**src/rtl/elastic_pipeline_if.sv**
```systemverilog
// Stage-to-stage link of the elastic pipeline: forward data/valid and the
// backward advance indication (the receiver loads on this edge).
interface elastic_pipeline_if #(
  parameter int WIDTH = 8
);
  logic [WIDTH-1:0] data;
  logic             valid;
  logic             advance;

  modport master (output data, output valid, input advance);
  modport slave  (input data, input valid, output advance);
endinterface

```
**src/rtl/pipeline_stage.sv**
```systemverilog
// One register slice of the elastic pipeline: holds a word and its valid bit,
// and advances when empty or when the downstream stage advances.
module pipeline_stage #(
  parameter int WIDTH = 8
) (
  input  logic                clk_i,
  input  logic                rst_i,
  input  logic                flush_i,
  elastic_pipeline_if.slave   up,
  elastic_pipeline_if.master  dn
);
  logic [WIDTH-1:0] data_q;
  logic             valid_q;

  // Bubble collapse: an empty stage always takes a new word.
  assign up.advance = !valid_q || dn.advance;
  assign dn.data    = data_q;
  assign dn.valid   = valid_q;

  // NOTE: sequential state uses non-blocking assignments only, so every stage
  // samples its neighbour's pre-edge value and words move one stage per edge.
  always_ff @(posedge clk_i) begin
    if (rst_i) begin
      data_q  <= '0;
      valid_q <= 1'b0;
    end else begin
      if (flush_i)         valid_q <= 1'b0;
      else if (up.advance) valid_q <= up.valid;
      // Data may load during a flush; it is harmless because valid is cleared.
      if (up.advance)      data_q  <= up.data;
    end
  end
endmodule

```
**src/rtl/elastic_pipeline.sv**
```systemverilog
// Elastic valid/ready pipeline of NOF_STAGES register slices with flush and
// an occupancy count; the ready path is combinational from ready_i.
module elastic_pipeline #(
  parameter  int WIDTH       = 8,
  parameter  int NOF_STAGES  = 4,
  localparam int COUNT_WIDTH = $clog2(NOF_STAGES + 1)
) (
  input  logic                   clk_i,
  input  logic                   rst_i,
  input  logic                   flush_i,
  input  logic [WIDTH-1:0]       data_i,
  input  logic                   valid_i,
  output logic                   ready_o,
  output logic [WIDTH-1:0]       data_o,
  output logic                   valid_o,
  input  logic                   ready_i,
  output logic [COUNT_WIDTH-1:0] count_o
);
  // link[k] feeds stage k; link[NOF_STAGES] is the downstream port.
  elastic_pipeline_if #(.WIDTH(WIDTH)) link [NOF_STAGES+1] ();

  logic [NOF_STAGES-1:0] valid_vec;

  assign ready_o                   = link[0].advance && !flush_i && !rst_i;
  assign link[0].data              = data_i;
  assign link[0].valid             = valid_i && ready_o;
  assign link[NOF_STAGES].advance  = ready_i;
  assign data_o                    = link[NOF_STAGES].data;
  assign valid_o                   = link[NOF_STAGES].valid;

  for (genvar k = 0; k < NOF_STAGES; k++) begin : g_stage
    pipeline_stage #(.WIDTH(WIDTH)) u_stage (
      .clk_i   (clk_i),
      .rst_i   (rst_i),
      .flush_i (flush_i),
      .up      (link[k]),
      .dn      (link[k+1])
    );
    assign valid_vec[k] = link[k+1].valid;
  end

  always_comb begin
    count_o = '0;
    for (int i = 0; i < NOF_STAGES; i++) begin
      count_o = count_o + COUNT_WIDTH'(valid_vec[i]);
    end
  end
endmodule

```
**config.mk**
```make
export PLATFORM = sky130hd
export DESIGN_NAME = elastic_pipeline
export DESIGN_NICKNAME = d
export VERILOG_FILES = /design/src/rtl/elastic_pipeline_if.sv /design/src/rtl/pipeline_stage.sv /design/src/rtl/elastic_pipeline.sv
export SDC_FILE = /design/constraint.sdc
export NUM_CORES = 1
export LEC_CHECK = 0
export CORE_MARGIN = 2
export CORE_UTILIZATION = 45
export DETAILED_ROUTE_END_ITERATION = 12
export HOLD_SLACK_MARGIN = 0.03
export PLACE_DENSITY = 0.73
export REMOVE_ABC_BUFFERS = 1
export SKIP_CTS_REPAIR_TIMING = 1
export SLEW_MARGIN = 5
export SYNTH_ARGS = -nofsm -noshare
export SYNTH_HDL_FRONTEND = slang
export SYNTH_SLANG_ARGS = --single-unit
```
**constraint.sdc**
```tcl
create_clock -name clk_i -period 1.8 [get_ports clk_i]
set_input_delay 0.18 -clock clk_i [delete_from_list [all_inputs] [get_ports clk_i]]
set_output_delay 0.18 -clock clk_i [all_outputs]
set_load 0.1 [all_outputs]
```
==> flow_summary_export.csv, run 1 <==
group,metric,value,unit
setup_path,required,1.62,ns
clock_tree,cts_htree_levels,2,
detailed_routing,drtIter0Drc,18,
timing,slew_headroom,75.0,%
final_layout,n_antenna_cell,0,
timing,finalSetupTns,-0.643,ns
final_layout,drive_gt1_share,22.3,%
final_layout,final_cell_mix,"dfxtp_1 (33), nand2_1 (32), a21oi_1 (24)",
die,start_util,46.4,%
detailed_routing,dr.pass1.iters,4,
clock_tree,cts_tree,"done",
die,die_x,59.4,µm
setup_path,crit_path_start_kind,"register",
synth,synth_adder_area_share,3.26,%
timing,clock_skew,0.00782,ns
clock_tree,cts_buffers,5,
placement,gp_congestion,0.731,
timing,holdWs,0.405,ns
die,die_area,3530,µm²
synth,synth_top_cell_by_area,"dfxtp_1",
global_routing,grtUsageTotal,16.2,%
final_layout,syn_to_final_growth,31.0,%
timing,maxSlewViolCount,0,
synth,synth_top_family_by_area,"simple AND/OR/NAND/NOR gates",
global_routing,antenna_found_initial,0,
hold_path,hold_path_class,"in -> reg",
detailed_routing,wirelength,2800,µm
detailed_routing,drc,0,
timing,rsz0062_at_grt,"yes",
synth,synth-xor-area-share,0,%
timing,setup_ws,-0.299,ns
outcome,violations,"negative setup slack",
die,design.core.area,2980,µm²
synth,ys_warn_count,0,
clock_tree,cts.sinks,36,
flow_run,maxCapViolCount,0,
timing,tightest_slew,0.372,ns
timing,min_period,2.10,ns
pwr,p_leak,0.767,nW
detailed_routing,ant_nets,0,
final_layout,multiInputGateArea,599,µm²
final_layout,fin_util,60.8,%
timing,clock.fmax,476,MHz
detailed_routing,wl_per_cell,12.7,µm
die,ioPinCount,26,
final_layout,stdcell_area,1810,µm²
global_routing,grt_max_degree,34,
die,rows,20,
synth,netlist_instances,156,
synth,synth-simple-area-share,18.7,%
final_layout,finalNetCount,203,
clock_tree,cts-root-buf,"clkbuf_4",
synth,synthTopCellsByArea,"dfxtp_1 (52%), a21oi_1 (8.7%), nand2_1 (8.7%)",
synth,synth.top_cell.area_share,52.1,%
synth,seq_area_frac_synth,52.1,%
synth,synthMuxAreaShare,5.79,%
setup_path,critical_path_arrival,1.92,ns
placement,hpwl,1900,µm
timing,fin_crit_sh,117,%
synth,synth.distinct_cells,24,
clock_tree,clkSlewWorstSetupHoldPaths,0.10,ns
clock_tree,clock_path_buffers,2,
placement,port_buffers,25,
final_layout,mostFrequentLayoutCell,"dfxtp_1",
final_layout,seq_area,724,µm²
timing,final_hold_viol_count,0,
final_layout,fillers,270,
die,die_h,59.4,µm
global_routing,grt_pass1_wl,4250,µm
setup_path,critPathCaptureType,"output port",
synth,synth.avg_cell_area,8.86,µm²
synth,ys_ff_latch,36,
detailed_routing,num_vias,1118,
setup_path,crit_type,"reg -> out",
detailed_routing,via_per_inst,5.06,
global_routing,grt_pass1_vias,967,
clock_tree,worstSkewPairLatency,0.33,ns
pwr,power.density,841,nW/µm²
timing,setup-violations-final,3,
outcome,run_status,"finished, violations left",
global_routing,grt_overflow,0,
placement,dp_slack,-0.0369,ns
synth,netlist_area,1380,µm²
synth,synth-compound-area-share,13.8,%
pwr,vdd_drop_max,0.000475,V
setup_path,cp_max_fo,3,
placement,placed_area,1680,µm²
## metrics by stage
stage,total power [mW],std cells
2_1_floorplan,0.927,144
3_3_place_gp,0.991,210
3_5_place_dp,0.995,210
4_1_cts,1.53,218
5_1_grt,1.58,221
6_report,1.52,221
## cells in the mapped netlist
master and instances:
a21boi_0 2, a21oi_1 24, and4b_1 1, buf_1 1
buf_2 4, buf_4 1, buf_6 2, clkbuf_1 4
dfxtp_1 36, fa_1 1, ha_1 2, inv_1 5
mux2i_1 8, nand2_1 32, nand3_1 6, nand3_2 2
nand3b_1 1, nand4b_2 1, nor2_1 10, nor2b_1 1
nor3_1 1, o21a_1 2, o21ai_0 8, or2b_1 1
## power by group
part | switching (mW) | internal [mW] | leakage, nW | total (mW)
registers | 0.0143 | 0.823 | 0.296 | 0.837
clock network | 0.249 | 0.291 | 0.0422 | 0.541
logic | 0.0846 | 0.0612 | 0.428 | 0.146
## flip-flops by register name, indices dropped and copies added, names as in the netlist
register	count
g_stage.u_stage.dn.data	32
g_stage.u_stage.dn.valid	4
## layer usage
metal | vias up | global-route usage, % | wire length (µm)
met5 | - | 0 | 0
met4 | 0 | 6.82 | 31
met3 | 6 | 4.15 | 118
met2 | 27 | 28.1 | 1430
met1 | 504 | 18.7 | 1220
li1 | 581 | - | -
## worst max-delay path, cell delays in order, from the launching register on
cell and delay (ns):
dfxtp_2 0.36, inv_2 0.05, fa_1 0.55, inv_2 0.05, ha_4 0.15, ha_4 0.26
buf_12 0.16
## logic make-up (layout without fill, tap and decap cells)
group / Yosys count / in the layout
simple gates: 56 / 56
compound gates: 36 / 36
flops: 36 / 36
buf+inv: 17 / 49
mux: 8 / 8
fa+ha+maj: 3 / 3
## cell type report
class,count,area share (%)
sequential,36,40.0
multi-input combinational,103,33.1
timing repair buffer,36,19.4
clock buffer,6,2.28
tap,33,2.28
clock inverter,2,1.94
inverter,5,1.04
## worst paths after layout
kind                                                    start                             to  slack, ns  depth (start not counted)
worst min register to register  g_stage[3].u_stage.dn.data[0]  g_stage[3].u_stage.dn.data[0]       0.46                          2
worst min-delay path                                data_i[7]  g_stage[0].u_stage.dn.data[7]       0.40                          3
worst max register to register    g_stage[2].u_stage.dn.valid  g_stage[0].u_stage.dn.data[2]       0.57                          4
worst max-delay path              g_stage[1].u_stage.dn.valid                     count_o[1]      -0.30                          6
Power figures use the tool's default switching activity.
==> run 2, diff against run 1 <==
--- a/config.mk
+++ b/config.mk
@@ -6,10 +6,10 @@
 export NUM_CORES = 1
 export LEC_CHECK = 0
 export CORE_MARGIN = 2
-export CORE_UTILIZATION = 45
+export CORE_UTILIZATION = 50
 export DETAILED_ROUTE_END_ITERATION = 12
 export HOLD_SLACK_MARGIN = 0.03
-export PLACE_DENSITY = 0.73
+export PLACE_DENSITY = 0.77
 export REMOVE_ABC_BUFFERS = 1
 export SKIP_CTS_REPAIR_TIMING = 1
 export SLEW_MARGIN = 5
==> constraint.sdc (replaced) <==
create_clock -name clk_i -period 2.3 [get_ports clk_i]
set_input_delay 0.23 -clock clk_i [delete_from_list [all_inputs] [get_ports clk_i]]
set_output_delay 0.23 -clock clk_i [all_outputs]
set_load 0.1 [all_outputs]
==> run 2 against run 1 <==
The run now ends clean. Global-route usage rose by 2.4 points. Core utilization rose by 5.1 points. Die area fell by 9.3%. First-iteration DRC count rose by 39%. Non-clock buffer count fell by 6. Flip-flop and latch count did not move. Sequential power fell by 22%.
==> flow_summary_export.csv, run 2 (same netlist as run 1, synthesis figures left out) <==
group,metric,value,unit
die,ioPinCount,26,
setup_path,critPathCaptureType,"output port",
final_layout,syn_to_final_growth,28.0,%
die,rows,19,
global_routing,grtUsageTotal,18.6,%
global_routing,grt_max_degree,34,
clock_tree,worstSkewPairLatency,0.34,ns
global_routing,gr-usage-met2,31.2,%
global_routing,grt_pass1_vias,1028,
clock_tree,cts_buffers,5,
final_layout,finalNetCount,197,
final_layout,stdcell_count,213,
clock_tree,cts-root-buf,"clkbuf_4",
hold_path,min_path_cells,2,
detailed_routing,dr.pass1.iters,4,
final_layout,final_cell_mix,"dfxtp_1 (35), nand2_1 (32), a21oi_1 (24)",
clock_tree,cts_tree,"done",
setup_path,crit_type,"reg -> out",
timing,fin_crit_sh,98.0,%
detailed_routing,wl_per_cell,12.5,µm
pwr,vdd_drop_max,0.000527,V
hold_path,hold_start,"g_stage[3].u_stage.dn.data[6]",
die,start_util,51.5,%
timing,slew_headroom,57.5,%
die,die_x,56.6,µm
flow_run,maxCapViolCount,0,
clock_tree,clkSlewWorstSetupHoldPaths,0.10,ns
placement,gp_congestion,0.683,
timing,clock.fmax,444,MHz
timing,tightest_slew,0.636,ns
setup_path,crit_path_start_kind,"register",
clock_tree,clock_path_buffers,2,
final_layout,largest_reg_flops,32,
outcome,run_status,"complete, no violations",
global_routing,busiest_layer,"met2",
final_layout,fillers,221,
global_routing,antenna_found_initial,0,
timing,min_period,2.25,ns
setup_path,r2r_slack,0.83,ns
detailed_routing,drtIter0Drc,25,
hold_path,hold-path-endpoint,"g_stage[3].u_stage.dn.data[6]",
timing,holdWs,0.455,ns
timing,maxSlewViolCount,0,
setup_path,required,2.07,ns
final_layout,drive_gt1_share,17.6,%
timing,setup-violations-final,0,
die,die_area,3200,µm²
detailed_routing,num_vias,1095,
global_routing,grt_pass1_wl,4540,µm
pwr,power.density,711,nW/µm²
global_routing,use_met1,21.7,%
setup_path,r2r-start,"g_stage[3].u_stage.dn.valid",
final_layout,n_antenna_cell,0,
setup_path,critical_path_arrival,2.02,ns
die,design.core.area,2690,µm²
placement,hpwl,1810,µm
hold_path,hold_path_class,"reg -> reg",
final_layout,mostFrequentLayoutCell,"dfxtp_1",
placement,port_buffers,25,
die,die_h,56.6,µm
final_layout,fin_util,65.9,%
global_routing,grt_overflow,0,
clock_tree,cts.sinks,36,
timing,final_hold_viol_count,0,
setup_path,cp_max_fo,3,
detailed_routing,wirelength,2660,µm
setup_path,rr_worst_depth,4,
detailed_routing,drc,0,
clock_tree,cts_htree_levels,2,
setup_path,timing.rr.end,"g_stage[0].u_stage.dn.data[3]",
pwr,p_leak,0.751,nW
timing,rsz0062_at_grt,"no",
placement,dp.cells,203,
detailed_routing,via_per_inst,5.14,
detailed_routing,ant_nets,0,
global_routing,grtUsageMet3,4.84,%
timing,clock_skew,0.00334,ns
-- run 2: metal layers --
layer  wire length (µm)  vias up
met4                 60        0
met1               1210      493
met2               1270       25
li1                   -      569
met5                  0        -
met3                120        8
-- run 2: final cells by class --
| class | instances | area [µm²] | share of cell area [%] |
|---|---|---|---|
| clock buffer | 7 | 65.1 | 3.68 |
| clock inverter | 1 | 30.0 | 1.70 |
| inverter | 5 | 18.8 | 1.06 |
| multi-input combinational | 103 | 587 | 33.2 |
| sequential | 36 | 724 | 40.9 |
| tap | 31 | 38.8 | 2.19 |
| timing repair buffer | 30 | 305 | 17.3 |
-- run 2: worst max-delay path by stage --
stage          depth (start not counted)  slack, ns         end                         from
2_1_floorplan                          3      -1.15     ready_o  g_stage[3].u_stage.dn.valid
3_3_place_gp                           6       0.37  count_o[1]  g_stage[3].u_stage.dn.valid
3_5_place_dp                           6       0.29  count_o[1]  g_stage[3].u_stage.dn.valid
4_1_cts                                6      -0.13  count_o[1]  g_stage[3].u_stage.dn.valid
5_1_grt                                6       0.01  count_o[1]  g_stage[3].u_stage.dn.valid
6_report                               6       0.05  count_o[1]  g_stage[3].u_stage.dn.valid
-- run 2: critical path: stages (launching register included) --
cell and delay, ns:
dfxtp_4 0.37, inv_1 0.06, fa_1 0.54, inv_1 0.06, ha_1 0.20, ha_4 0.28
buf_12 0.16
-- run 2: per-stage QoR --
stage                     instance area, µm²  power, mW  TNS [ns]  worst slack [ns]
after floorplan                         1310      0.726     -2.92             -1.15
after global placement                  1640      0.774         0             0.367
after detailed placement                1640      0.778         0             0.285
after CTS                               1740       1.27    -0.157            -0.134
after global routing                    1770       1.31         0            0.0136
final                                   1770       1.26         0            0.0468
-- run 2: report_power, final --
group | leakage (nW) | internal [mW] | switching [mW]
logic | 0.404 | 0.0452 | 0.0645
registers | 0.295 | 0.642 | 0.0110
clock network | 0.0515 | 0.288 | 0.206
total | 0.751 | 0.976 | 0.282
==> RTL edit 1, RTL diff (settings of run 1) <==
The parameter `NOF_STAGES` goes from 4 to 16.
--- a/src/rtl/elastic_pipeline.sv
+++ b/src/rtl/elastic_pipeline.sv
@@ -2,7 +2,7 @@
 // an occupancy count; the ready path is combinational from ready_i.
 module elastic_pipeline #(
   parameter  int WIDTH       = 8,
-  parameter  int NOF_STAGES  = 4,
+  parameter  int NOF_STAGES  = 16,
   localparam int COUNT_WIDTH = $clog2(NOF_STAGES + 1)
 ) (
   input  logic                   clk_i,
Interface: changed (resized count_o); port bits go from 26 to 28. No check against the original RTL was run, so the function may have changed too.
==> RTL edit 1 against run 1 <==
The run still ends with negative setup slack left; critical path type unchanged; routed wire length rose to 4.3 times the old value; design area grew to 4.0 times the old value; sequential cell count up 108; via count increased to 3.9 times the old value; setup slack worse by 2.0 ns; critical endpoint is now count_o[4]; power rose to 4.5 times the old value; clock power grew to 6.2 times the old value; largest power group is now the clock network; count of clock-buffer cells in the layout is 13 higher; synthesized area increased to 4.0 times the old value.
==> RTL edit 1: results (changes against run 1) <==
Status: finished, violations left (unchanged). Violations in the final reports: negative setup slack (unchanged). The maximum clock skew at final layout is 0.00935 ns (was 0.00782 ns).

The worst setup margin is -2.34 ns (was -0.299 ns). The total global routing track utilization is 17.7% (was 16.2%). Top cells by count, synth: sky130_fd_sc_hd__dfxtp_1 (144), sky130_fd_sc_hd__nand2_1 (116), sky130_fd_sc_hd__a21oi_1 (81) (was sky130_fd_sc_hd__dfxtp_1 (36), sky130_fd_sc_hd__nand2_1 (32), sky130_fd_sc_hd__a21oi_1 (24)). The number of multi-input combinational cells in the layout came out at 405 (was 103). The cell with the biggest individual delay on the critical path is sky130_fd_sc_hd__fa_2 (was sky130_fd_sc_hd__fa_1). The net switching share of the total power is 22.1% (was 22.9%).

The clock network area share is 7.96% (was 4.22%). The multiplexer fraction of the synthesized cell area came out at 8.72% (was 5.79%). The combinational group power is 178 uW (was 146 uW).

The number of I/O port buffers is 27 (was 25). The average cell area after synthesis is 9.02 um2 (was 8.86 um2). The number of synthesized register bits was 144 (was 36). The final-layout fill cell count came out at 910 (was 270). The number of distinct library cells after synthesis came to 32 (was 24). The count of final setup violators came to 74 (was 3). The synthesized-area fraction occupied by adder cells is 4.77% (was 3.26%). The final sum of negative setup slack is -21.39 ns (was -0.643 ns). The clock slew at the register clock pins of the worst setup and hold paths came to 0.06 ns (was 0.10 ns).

The flip-flop count of the largest register after layout is 128 (was 32). The sequential fraction of the synthesis area came out at 52.3% (was 52.1%). The total wire length came out at 12100 um (was 2800 um). The number of ordinary and repair buffers in the finished layout came out at 100 (was 36). The post-synthesis compound-gate area fraction came out at 10.7% (was 13.8%).

The total power draw came out at 6790 uW (was 1520 uW). The leakage power figure is 0.00275 uW (was 0.000767 uW). The non-clock buffering overhead in the final layout came out at 13.9% (was 19.4%). The number of buffers created by CTS is 17 (was 5). The H-tree depth came out at 4 (was 2). The area of all placed cells without fillers came out at 0.00731 mm2 (was 0.00181 mm2).

The number of inverters outside the clock class in the layout is 22 (was 5). The post-placement cell area is 0.00621 mm2 (was 0.00168 mm2). The worst endpoint data arrival time came out at 3.96 ns (was 1.92 ns). The proportion of cell area occupied by multi-input gates came out at 35.0% (was 33.1%).

The wire length of the first global-routing pass is 18800 um (was 4250 um). The final-stage net count came out at 718 (was 203). The routability-driven placement congestion ratio is 0.822 (was 0.731). The number of violations reported at the end of detailed-routing iteration 0 is 266 (was 18).

The via count of the first global-routing pass is 4162 (was 967). The sequential share of cell area came out at 39.5% (was 40.0%). The worst setup slack after placement came out at -1.98 ns (was -0.0369 ns). The via density per instance came out at 5.18 (was 5.06).

The actual transition at the worst max-transition pin was 0.451 ns (was 0.372 ns). The root buffer cell is sky130_fd_sc_hd__clkbuf_16 (was sky130_fd_sc_hd__clkbuf_4). The detailed-placement wirelength estimate is 7380 um (was 1900 um). The post-synthesis xor/xnor area fraction is 0.318% (was 0%).
==> RTL edit 1: worst paths after layout <==
kind / startpoint / endpoint / slack [ns] / cells past startpoint
min reg2reg: g_stage[15].u_stage.dn.data[5]$_SDFFE_PP0P_ / g_stage[15].u_stage.dn.data[5]$_SDFFE_PP0P_ / 0.45 / 2
min: rst_i / g_stage[4].u_stage.dn.data[4]$_SDFFE_PP0P_ / 0.15 / 2
max reg2reg: g_stage[15].u_stage.dn.valid$_SDFFE_PP0P_ / g_stage[0].u_stage.dn.data[3]$_SDFFE_PP0P_ / -0.30 / 12
max: g_stage[7].u_stage.dn.valid$_SDFFE_PP0P_ / count_o[4] / -2.34 / 12
==> RTL edit 1: metal layers <==
layer / wire, um / track usage (%) / part of all wire (%)
met4: 129 / 4.80 / 1.1
met2: 6480 / 32.2 / 54
met5: 0 / 0 / 0
met1: 5130 / 20.1 / 43
met3: 314 / 5.03 / 2.6
==> RTL edit 2, RTL diff (config.mk and constraints of run 1) <==
Without the edit above. Reset style: asynchronous (`rst_i`), changed in one clocked block.
--- a/src/rtl/pipeline_stage.sv
+++ b/src/rtl/pipeline_stage.sv
@@ -19,7 +19,7 @@
 
   // NOTE: sequential state uses non-blocking assignments only, so every stage
   // samples its neighbour's pre-edge value and words move one stage per edge.
-  always_ff @(posedge clk_i) begin
+  always_ff @(posedge clk_i or posedge rst_i) begin
     if (rst_i) begin
       data_q  <= '0;
       valid_q <= 1'b0;
Check against the original RTL: differs if rst_i is asserted again (counterexample within 4 cycles, from zero or initial values and one cycle with rst_i high); with rst_i held inactive, the same outputs for 10 cycles.
==> RTL edit 2 against run 1 <==
The flow still finishes with violations (negative setup slack); setup slack worse by 0.018 ns; sequential cell count unchanged; combinational power grew 66%; power grew 3.4%; design area up 6.3%; synthesized area grew 3.1%; routed wire length down 15%; largest cell class unchanged; highest routed layer unchanged.
==> RTL edit 2: results (changes against run 1) <==
The critical register-to-register path endpoint is g_stage[2].u_stage.dn.data[6]$_DFFE_PP0P_ (was g_stage[0].u_stage.dn.data[2]$_SDFFE_PP0P_). The worst IR drop on VDD is 0.485 mV (was 0.475 mV). The total global routing track utilization is 16.1% (was 16.2%). The final-layout fill cell count was 240 (was 270). The worst setup path startpoint is g_stage[1].u_stage.dn.valid$_DFFE_PP0P_ (was g_stage[1].u_stage.dn.valid$_SDFFE_PP0P_). The worst setup slack after placement came out at -0.00185 ns (was -0.0369 ns).

The detailed-placement wirelength estimate came out at 1650 um (was 1900 um). Status: finished, violations left (unchanged). The actual transition at the worst max-transition pin came out at 0.432 ns (was 0.372 ns). The total wire length is 2370 um (was 2800 um).

The wire length of the first global-routing pass came to 4030 um (was 4250 um). The placed instance count is 164 (was 210). The area of all placed cells without fillers is 0.00192 mm2 (was 0.00181 mm2).

The final-stage net count is 147 (was 203). The net switching share of the total power came out at 26.4% (was 22.9%). The detailed-routing iteration count for the pre-antenna-repair pass is 3 (was 4). The routed via count is 853 (was 1118). The leakage power figure came to 0.000875 uW (was 0.000767 uW). The total power draw came out at 1570 uW (was 1520 uW). The count of final setup violators came out at 3 (unchanged). The worst setup margin came out at -0.318 ns (was -0.299 ns). Violations in the final reports: negative setup slack (unchanged). The maximum clock skew at final layout came out at 0.0103 ns (was 0.00782 ns). Top cells by count, synth: sky130_fd_sc_hd__dfrtp_1 (36), sky130_fd_sc_hd__mux2_2 (32), sky130_fd_sc_hd__inv_1 (6) (was sky130_fd_sc_hd__dfxtp_1 (36), sky130_fd_sc_hd__nand2_1 (32), sky130_fd_sc_hd__a21oi_1 (24)). The final sum of negative setup slack came out at -0.689 ns (was -0.643 ns). The sequential fraction of the synthesis area is 63.2% (was 52.1%). The number of distinct library cells after synthesis came out at 14 (was 24).

The worst hold slack across all endpoints came to 0.344 ns (was 0.405 ns). Main area contributors after synthesis: sky130_fd_sc_hd__dfrtp_1 (63%), sky130_fd_sc_hd__mux2_2 (25%), sky130_fd_sc_hd__ha_1 (1.8%) (was sky130_fd_sc_hd__dfxtp_1 (52%), sky130_fd_sc_hd__a21oi_1 (8.7%), sky130_fd_sc_hd__nand2_1 (8.7%)).
[RTL edit 2: logic make-up (layout without fill, tap and decap cells)]
family                     Yosys count  after routing  synth area share, %
muxes                               32             32                 25.3
DFF                                 36             36                 63.2
and+or+nand+nor                      8              8                 4.92
adders and majority gates            3              3                 3.16
buffers and inverters                7             49                 2.37
AOI/OAI and AO/OA                    3              3                 1.05
[RTL edit 2: layout make-up]
class	count	share of cell area [%]
Sequential cell	36	46.8
Multi-Input combinational cell	46	27.4
Timing Repair Buffer	36	18.4
Clock buffer	7	3.38
Tap cell	44	2.86
Inverter	6	1.17
[RTL edit 2: per-layer routing]
metal	track usage [%]	share of wire [%]	vias up
met5	0	0	-
met4	7.62	1.7	0
met3	7.14	5.1	4
met2	26.1	52	24
met1	18.2	42	430
li1	-	-	395
[RTL edit 2: power by group through the flow]
stage	sequential, uW	combinational (uW)	clock (uW)
after global routing	875	257	520
after CTS	868	238	485
after detailed placement	884	238	0
after floorplan	957	82.1	0
after global placement	882	234	0
final	868	243	464
